**config.mk**
```make
export PLATFORM = sky130hd
export DESIGN_NAME = rv32i_multicycle_sequencer
export DESIGN_NICKNAME = d
export VERILOG_FILES = /design/src/rtl/rv32i_multicycle_sequencer.sv
export SDC_FILE = /design/constraint.sdc
export NUM_CORES = 1
export LEC_CHECK = 0
export BUFFER_PORTS_ARGS = -buffer_cell sky130_fd_sc_hd__buf_2
export CORE_MARGIN = 5
export CORE_UTILIZATION = 48
export DETAILED_ROUTE_END_ITERATION = 8
export PLACE_DENSITY = 0.91
export SLEW_MARGIN = 20
export SYNTH_ARGS = -nofsm -noshare
export SYNTH_HDL_FRONTEND = slang
export SYNTH_SLANG_ARGS = --single-unit
```
**constraint.sdc**
```tcl
create_clock -name clk -period 2.05 [get_ports clk]
set_input_delay 0.205 -clock clk [delete_from_list [all_inputs] [get_ports clk]]
set_output_delay 0.205 -clock clk [all_outputs]
set_load 0.01 [all_outputs]
```
**src/rtl/rv32i_multicycle_sequencer.sv**
```systemverilog
// rv32i_multicycle_sequencer: multicycle RV32I control FSM with memory handshakes, branch resolve and trap
module rv32i_multicycle_sequencer #(
  parameter int          TIMEOUT_W = 8,
  parameter bit          WB_MERGE  = 1'b1,
  parameter logic [31:0] RESET_IR  = 32'h00000013
) (
  input  logic        clk,
  input  logic        rst_n,
  input  logic        run,
  output logic        imem_req,
  input  logic        imem_ack,
  input  logic [31:0] imem_rdata,
  output logic        dmem_req,
  output logic        dmem_we,
  input  logic        dmem_ack,
  input  logic        EQ,
  input  logic        LS,
  input  logic        LU,
  output logic [31:0] ir,
  output logic        addr_sel,
  output logic        pc_next_sel,
  output logic        sub_sra,
  output logic        pc_alu_sel,
  output logic        rd_we,
  output logic        pc_we,
  output logic        trap,
  output logic [2:0]  state
);
  typedef enum logic [2:0] {IDLE, FETCH, DECODE, EXEC, MEM, WB, TRAP} state_t;
  localparam logic [TIMEOUT_W-1:0] TO_LAST = TIMEOUT_W'((2**TIMEOUT_W) - 2);
  state_t st, st_n;
  logic [TIMEOUT_W-1:0] cnt;
  logic [6:0] opc;
  logic [2:0] f3;
  logic is_load, is_store, is_branch, is_op, is_opimm, is_lui, is_auipc, is_jal, is_jalr;
  logic legal, writes_rd, cmp, stall, tout;
  state_t nxt;
  assign opc       = ir[6:0];
  assign f3        = ir[14:12];
  assign is_load   = opc == 7'h03;
  assign is_opimm  = opc == 7'h13;
  assign is_store  = opc == 7'h23;
  assign is_op     = opc == 7'h33;
  assign is_branch = opc == 7'h63;
  assign is_auipc  = opc == 7'h17;
  assign is_lui    = opc == 7'h37;
  assign is_jalr   = opc == 7'h67;
  assign is_jal    = opc == 7'h6F;
  assign legal = (is_load | is_opimm | is_store | is_op | is_auipc | is_lui | is_jalr | is_jal)
               | (is_branch & (f3[2:1] != 2'b01));
  assign writes_rd = (is_load | is_opimm | is_op | is_lui | is_auipc | is_jal | is_jalr) & (ir[11:7] != 5'd0);
  // funct3[0] inverts the sense of each comparator pair (beq/bne, blt/bge, bltu/bgeu)
  assign cmp = (f3[2:1] == 2'b00 ? EQ : f3[2:1] == 2'b10 ? LS : LU) ^ f3[0];
  assign addr_sel    = is_jalr;
  assign pc_alu_sel  = is_auipc;
  assign pc_next_sel = is_jal | is_jalr | (is_branch & cmp);
  assign sub_sra     = is_op ? ir[30] : is_opimm ? ir[30] & (f3 == 3'b101) : is_branch;
  assign imem_req = st == FETCH;
  assign dmem_req = st == MEM;
  assign dmem_we  = dmem_req & is_store;
  assign trap     = st == TRAP;
  assign state    = st;
  assign stall = (imem_req & ~imem_ack) | (dmem_req & ~dmem_ack);
  assign tout  = stall & (cnt == TO_LAST);
  // run is only looked at on the way back to an instruction boundary
  assign nxt = run ? FETCH : IDLE;
  always_comb begin
    st_n  = st;
    rd_we = 1'b0;
    pc_we = 1'b0;
    case (st)
      IDLE:   st_n = run ? FETCH : IDLE;
      FETCH:  st_n = imem_ack ? DECODE : tout ? TRAP : FETCH;
      DECODE: st_n = legal ? EXEC : TRAP;
      EXEC: begin
        if (is_load | is_store) st_n = MEM;
        else if (WB_MERGE) begin
          rd_we = writes_rd;
          pc_we = 1'b1;
          st_n  = nxt;
        end else st_n = WB;
      end
      MEM: begin
        pc_we = dmem_ack & is_store;
        st_n  = dmem_ack ? (is_store ? nxt : WB) : tout ? TRAP : MEM;
      end
      WB: begin
        rd_we = writes_rd;
        pc_we = 1'b1;
        st_n  = nxt;
      end
      default: st_n = TRAP;
    endcase
  end
  always_ff @(posedge clk) begin
    if (!rst_n) begin
      st  <= IDLE;
      ir  <= RESET_IR;
      cnt <= '0;
    end else begin
      st  <= st_n;
      ir  <= (imem_req & imem_ack) ? imem_rdata : ir;
      cnt <= (st_n != st) ? '0 : stall ? cnt + 1'b1 : cnt;
    end
  end
endmodule

```
==> report_table.html <==
<table>
<tr><th>Metric</th><th>Value</th></tr>
<tr><th colspan="2">Status</th></tr>
<tr><td>Outcome</td><td>finished, final reports clean</td></tr>
<tr><th colspan="2">CTS</th></tr>
<tr><td>Total of hold buffers inserted after clock tree synthesis</td><td>0</td></tr>
<tr><td>Later-pin clock latency in the skew report</td><td>0.30 ns</td></tr>
<tr><td>Cell at the root of the clock tree</td><td>sky130_fd_sc_hd__clkbuf_8</td></tr>
<tr><td>CTS HTree Levels</td><td>2</td></tr>
<tr><td>Number of buffers created by CTS</td><td>5</td></tr>
<tr><td>CTS tree</td><td>yes</td></tr>
<tr><td>Bufs on Longest Clock Path</td><td>2</td></tr>
<tr><td>Clock-pin slew of the registers on the worst-case setup and hold paths</td><td>0.09 ns</td></tr>
<tr><td>Number of sinks handled by clock tree synthesis</td><td>43</td></tr>
<tr><th colspan="2">Yosys</th></tr>
<tr><td>Distinct cell type count after synthesis</td><td>52</td></tr>
<tr><td>Warnings, synthesis</td><td>0</td></tr>
<tr><td>Synthesized flop and latch total</td><td>43</td></tr>
<tr><td>Synth Instances</td><td>265</td></tr>
<tr><td>Share of synthesized registers carrying an async set or reset</td><td>0</td></tr>
<tr><td>Most used DFF post-synth</td><td>sky130_fd_sc_hd__dfxtp_1</td></tr>
<tr><td>Syn Std Cell Area</td><td>2079 um2</td></tr>
<tr><td>Number of synthesized flops with an enable pin</td><td>0</td></tr>
<tr><td>Post-Syn Area per Cell</td><td>7.847 um2</td></tr>
<tr><td>Post-Syn Nets</td><td>307</td></tr>
<tr><td>Proportion of synthesized chip area in sequential cells</td><td>0.4140</td></tr>
<tr><th colspan="2">STA</th></tr>
<tr><td>Number of setup violations in the final report</td><td>0</td></tr>
<tr><td>Number of max-slew violations in the final report</td><td>0</td></tr>
<tr><td>Transition time at the pin with the least slew margin</td><td>0.4187 ns</td></tr>
<tr><td>Worst-case hold slack</td><td>0.1162 ns</td></tr>
<tr><td>Period utilisation layout</td><td>0.9643</td></tr>
<tr><td>Hold Violations, Final</td><td>0</td></tr>
<tr><td>Min Tclk post-route</td><td>1.977 ns</td></tr>
<tr><td>Final setup skew</td><td>0.004070 ns</td></tr>
<tr><td>Max_slew headroom</td><td>0.7169</td></tr>
<tr><td>Maximum operating frequency</td><td>505.9 MHz</td></tr>
<tr><th colspan="2">Routing</th></tr>
<tr><td>Routed Antenna Nets</td><td>0</td></tr>
<tr><td>Routed Wire Length</td><td>5.676 mm</td></tr>
<tr><td>Post-DR vias/cell</td><td>5.308</td></tr>
<tr><td>Via count</td><td>2139</td></tr>
<tr><td>Routed metal-1 wire length</td><td>2.411 mm</td></tr>
<tr><td>Detail Route met2 WL</td><td>2.755 mm</td></tr>
<tr><td>Wire per inst</td><td>14.08 um</td></tr>
<tr><td>First-pass iteration count of the detailed router</td><td>4</td></tr>
<tr><td>DRC viols</td><td>0</td></tr>
<tr><td>Uppermost signal routing layer after detailed routing</td><td>met4</td></tr>
<tr><td>DRC violation total after the first TritonRoute iteration</td><td>123</td></tr>
<tr><td>Detailed route wirelength on metal3</td><td>408 um</td></tr>
<tr><th colspan="2">Worst setup path</th></tr>
<tr><td>Endpoint kind of the worst setup timing path</td><td>primary output</td></tr>
<tr><td>Category of the critical setup timing path</td><td>reg -&gt; out</td></tr>
<tr><td>Startpoint type of the worst setup path</td><td>flop</td></tr>
<tr><td>Signal arrival time at the worst endpoint</td><td>1.77 ns</td></tr>
<tr><td>Maximum net fanout on the critical path</td><td>5</td></tr>
<tr><td>Data required time of the critical path</td><td>1.85 ns</td></tr>
<tr><th colspan="2">Pwr</th></tr>
<tr><td>Net switching share of the total power</td><td>0.2729</td></tr>
<tr><td>Overall Power</td><td>2.111 mW</td></tr>
<tr><td>Total power density per cell area</td><td>773.6 nW/um2</td></tr>
<tr><td>Leakage Power</td><td>1.202 nW</td></tr>
<tr><td>Share of total power in sequential cells</td><td>0.439</td></tr>
<tr><td>Switching Power</td><td>576.2 uW</td></tr>
<tr><td>Peak supply drop</td><td>0.4575 mV</td></tr>
<tr><td>Share of power burned in the clock network</td><td>0.374</td></tr>
<tr><td>Cell-internal power</td><td>1.535 mW</td></tr>
<tr><td>Combinational share of power</td><td>0.187</td></tr>
<tr><th colspan="2">Floorplanning</th></tr>
<tr><td>Horizontal extent of the die</td><td>75.82 um</td></tr>
<tr><td>Number of primary I/O pins</td><td>85</td></tr>
<tr><td>Die H</td><td>75.82 um</td></tr>
<tr><td>Area enclosed by the die boundary</td><td>5749 um2</td></tr>
<tr><td>Std-Cell Core Area</td><td>4264 um2</td></tr>
<tr><td>Number of placement rows</td><td>24</td></tr>
<tr><td>Effective utilization at floorplan</td><td>0.4877</td></tr>
<tr><th colspan="2">Layout</th></tr>
<tr><td>Fraction of final layout cells with drive strength greater than 1</td><td>0.3362</td></tr>
<tr><td>Final core occ</td><td>0.6400</td></tr>
<tr><td>Area Growth Syn to Fin</td><td>31.23%</td></tr>
<tr><td>Most common cell after layout, fill and taps aside</td><td>sky130_fd_sc_hd__buf_2</td></tr>
<tr><td>Number of inserted diodes</td><td>0</td></tr>
<tr><td>Number of fillers in the final layout</td><td>369</td></tr>
<tr><td>Net count, final</td><td>392</td></tr>
<tr><td>Non-filler cells in the finished layout</td><td>403</td></tr>
<tr><td>Commonest cells after routing, fill and taps aside</td><td>sky130_fd_sc_hd__buf_2, sky130_fd_sc_hd__nand2_1, sky130_fd_sc_hd__dfxtp_1, sky130_fd_sc_hd__a21oi_1, sky130_fd_sc_hd__nor2_1</td></tr>
<tr><td>Area of the multi-input gates</td><td>1127 um2</td></tr>
<tr><td>Area occupied by registers</td><td>865.8 um2</td></tr>
<tr><th colspan="2">Placement</th></tr>
<tr><td>Count of input and output buffers</td><td>84</td></tr>
<tr><td>Global placement routability congestion</td><td>0.8780</td></tr>
<tr><td>Detailed Place HPWL</td><td>4.289 mm</td></tr>
<tr><td>Cell count after placement</td><td>395</td></tr>
<tr><th colspan="2">Global routing</th></tr>
<tr><td>Total routing usage reported by global routing</td><td>0.2009</td></tr>
<tr><td>Wire length of the first global-routing pass</td><td>8.956 mm</td></tr>
<tr><td>Maximum number of pins on one net before global-route repair</td><td>34</td></tr>
<tr><td>Number of antenna violations at the first check in global routing</td><td>0</td></tr>
<tr><td>Overall overflow remaining after global route</td><td>0</td></tr>
<tr><td>Via count of the first global-routing pass</td><td>2089</td></tr>
<tr><th colspan="2">Job</th></tr>
<tr><td>Max Cap Violations</td><td>0</td></tr>
<tr><th colspan="2">Min path</th></tr>
<tr><td>Min-Delay Path Class</td><td>in -&gt; reg</td></tr>
</table>
state kept, by name, indices dropped and copies added, names as in the netlist:
signal and flops:
cnt 8, ir 32, state 3
area by class of cell:
class	count	area share
Clock inverter	3	0.02476
Sequential cell	43	0.3173
Tap cell	52	0.02384
Clock buffer	5	0.02522
Timing Repair Buffer	94	0.1862
Multi-Input combinational cell	199	0.4131
Inverter	7	0.009629
worst paths after layout:
kind / end / from / slack [ns] / depth (start not counted)
worst max-delay path: rd_we / ir[0]$_SDFFE_PN1P_ / 0.07 / 6
worst min-delay path: ir[0]$_SDFFE_PN1P_ / imem_rdata[0] / 0.12 / 3
worst max register to register: cnt[2]$_SDFFE_PP0P_ / state[2]$_SDFF_PN0_ / 0.19 / 5
worst min register to register: ir[31]$_SDFFE_PN0P_ / ir[31]$_SDFFE_PN0P_ / 0.46 / 2
per-stage QoR:
step | setup slack (ns) | instance area (um2) | setup TNS, ns
CTS | 0.01341 | 2706 | 0
detailed placement | 0.1179 | 2564 | 0
global placement | 0.2082 | 2564 | 0
finish | 0.07324 | 2729 | 0
floorplan | 0.1420 | 2079 | 0
global route | -0.0004340 | 2729 | -0.0004340
what timing repair did:
item                       CTS  global route
setup buffers                0             0
gates resized for setup      2             7
setup endpoints to repair    1             9
pin swaps                    0             0
kinds of logic after synthesis:
group,Yosys count,share of synthesized area
and+or+nand+nor,126,0.2966
adders and majority gates,2,0.01203
AOI/OAI and AO/OA,63,0.1877
DFF,43,0.4140
xor gates and xnor gates,7,0.02948
muxes,1,0.004814
buffers and inverters,23,0.05536
synth_stat cells, types with 3 or more instances:
cell type / n / area (um2)
sky130_fd_sc_hd__inv_1: 7 / 26.28
sky130_fd_sc_hd__xor2_1: 6 / 52.55
sky130_fd_sc_hd__and2_1: 3 / 18.77
sky130_fd_sc_hd__o21ai_0: 6 / 30.03
sky130_fd_sc_hd__dfxtp_1: 43 / 860.8
sky130_fd_sc_hd__o31ai_1: 3 / 22.52
sky130_fd_sc_hd__nand3_1: 4 / 20.02
sky130_fd_sc_hd__nor2_1: 15 / 56.30
sky130_fd_sc_hd__a21oi_1: 33 / 165.2
sky130_fd_sc_hd__nand4_1: 4 / 25.02
sky130_fd_sc_hd__o211ai_1: 3 / 22.52
sky130_fd_sc_hd__buf_2: 8 / 40.04
sky130_fd_sc_hd__a31oi_1: 4 / 25.02
sky130_fd_sc_hd__nor4b_1: 3 / 26.28
sky130_fd_sc_hd__nand2_1: 73 / 274.0
sky130_fd_sc_hd__clkbuf_1: 5 / 18.77
sky130_fd_sc_hd__nor3_1: 4 / 20.02
routing by layer:
| metal | vias up | GRT usage |
|---|---|---|
| li1 | 1080 | - |
| met1 | 968 | 0.2402 |
| met2 | 81 | 0.3365 |
| met3 | 10 | 0.05277 |
| met4 | 0 | 0.08932 |
| met5 | - | 0 |
critical path, stage by stage (launching register included):
cell	delay, ns
sky130_fd_sc_hd__dfxtp_2	0.35
sky130_fd_sc_hd__and3b_1	0.20
sky130_fd_sc_hd__and2_1	0.17
sky130_fd_sc_hd__o21ai_2	0.16
sky130_fd_sc_hd__nand2_2	0.09
sky130_fd_sc_hd__a2111oi_4	0.32
sky130_fd_sc_hd__buf_2	0.19
power by group through the flow:
stage,sequential (mW),combinational (mW),clock (mW)
after global placement,0.940,0.376,0
final,0.926,0.395,0.790
after floorplan,0.953,0.217,0
after global routing,0.933,0.434,0.826
after detailed placement,0.943,0.381,0
after CTS,0.924,0.386,0.798
No activity file was read; power rests on OpenSTA's default activity.
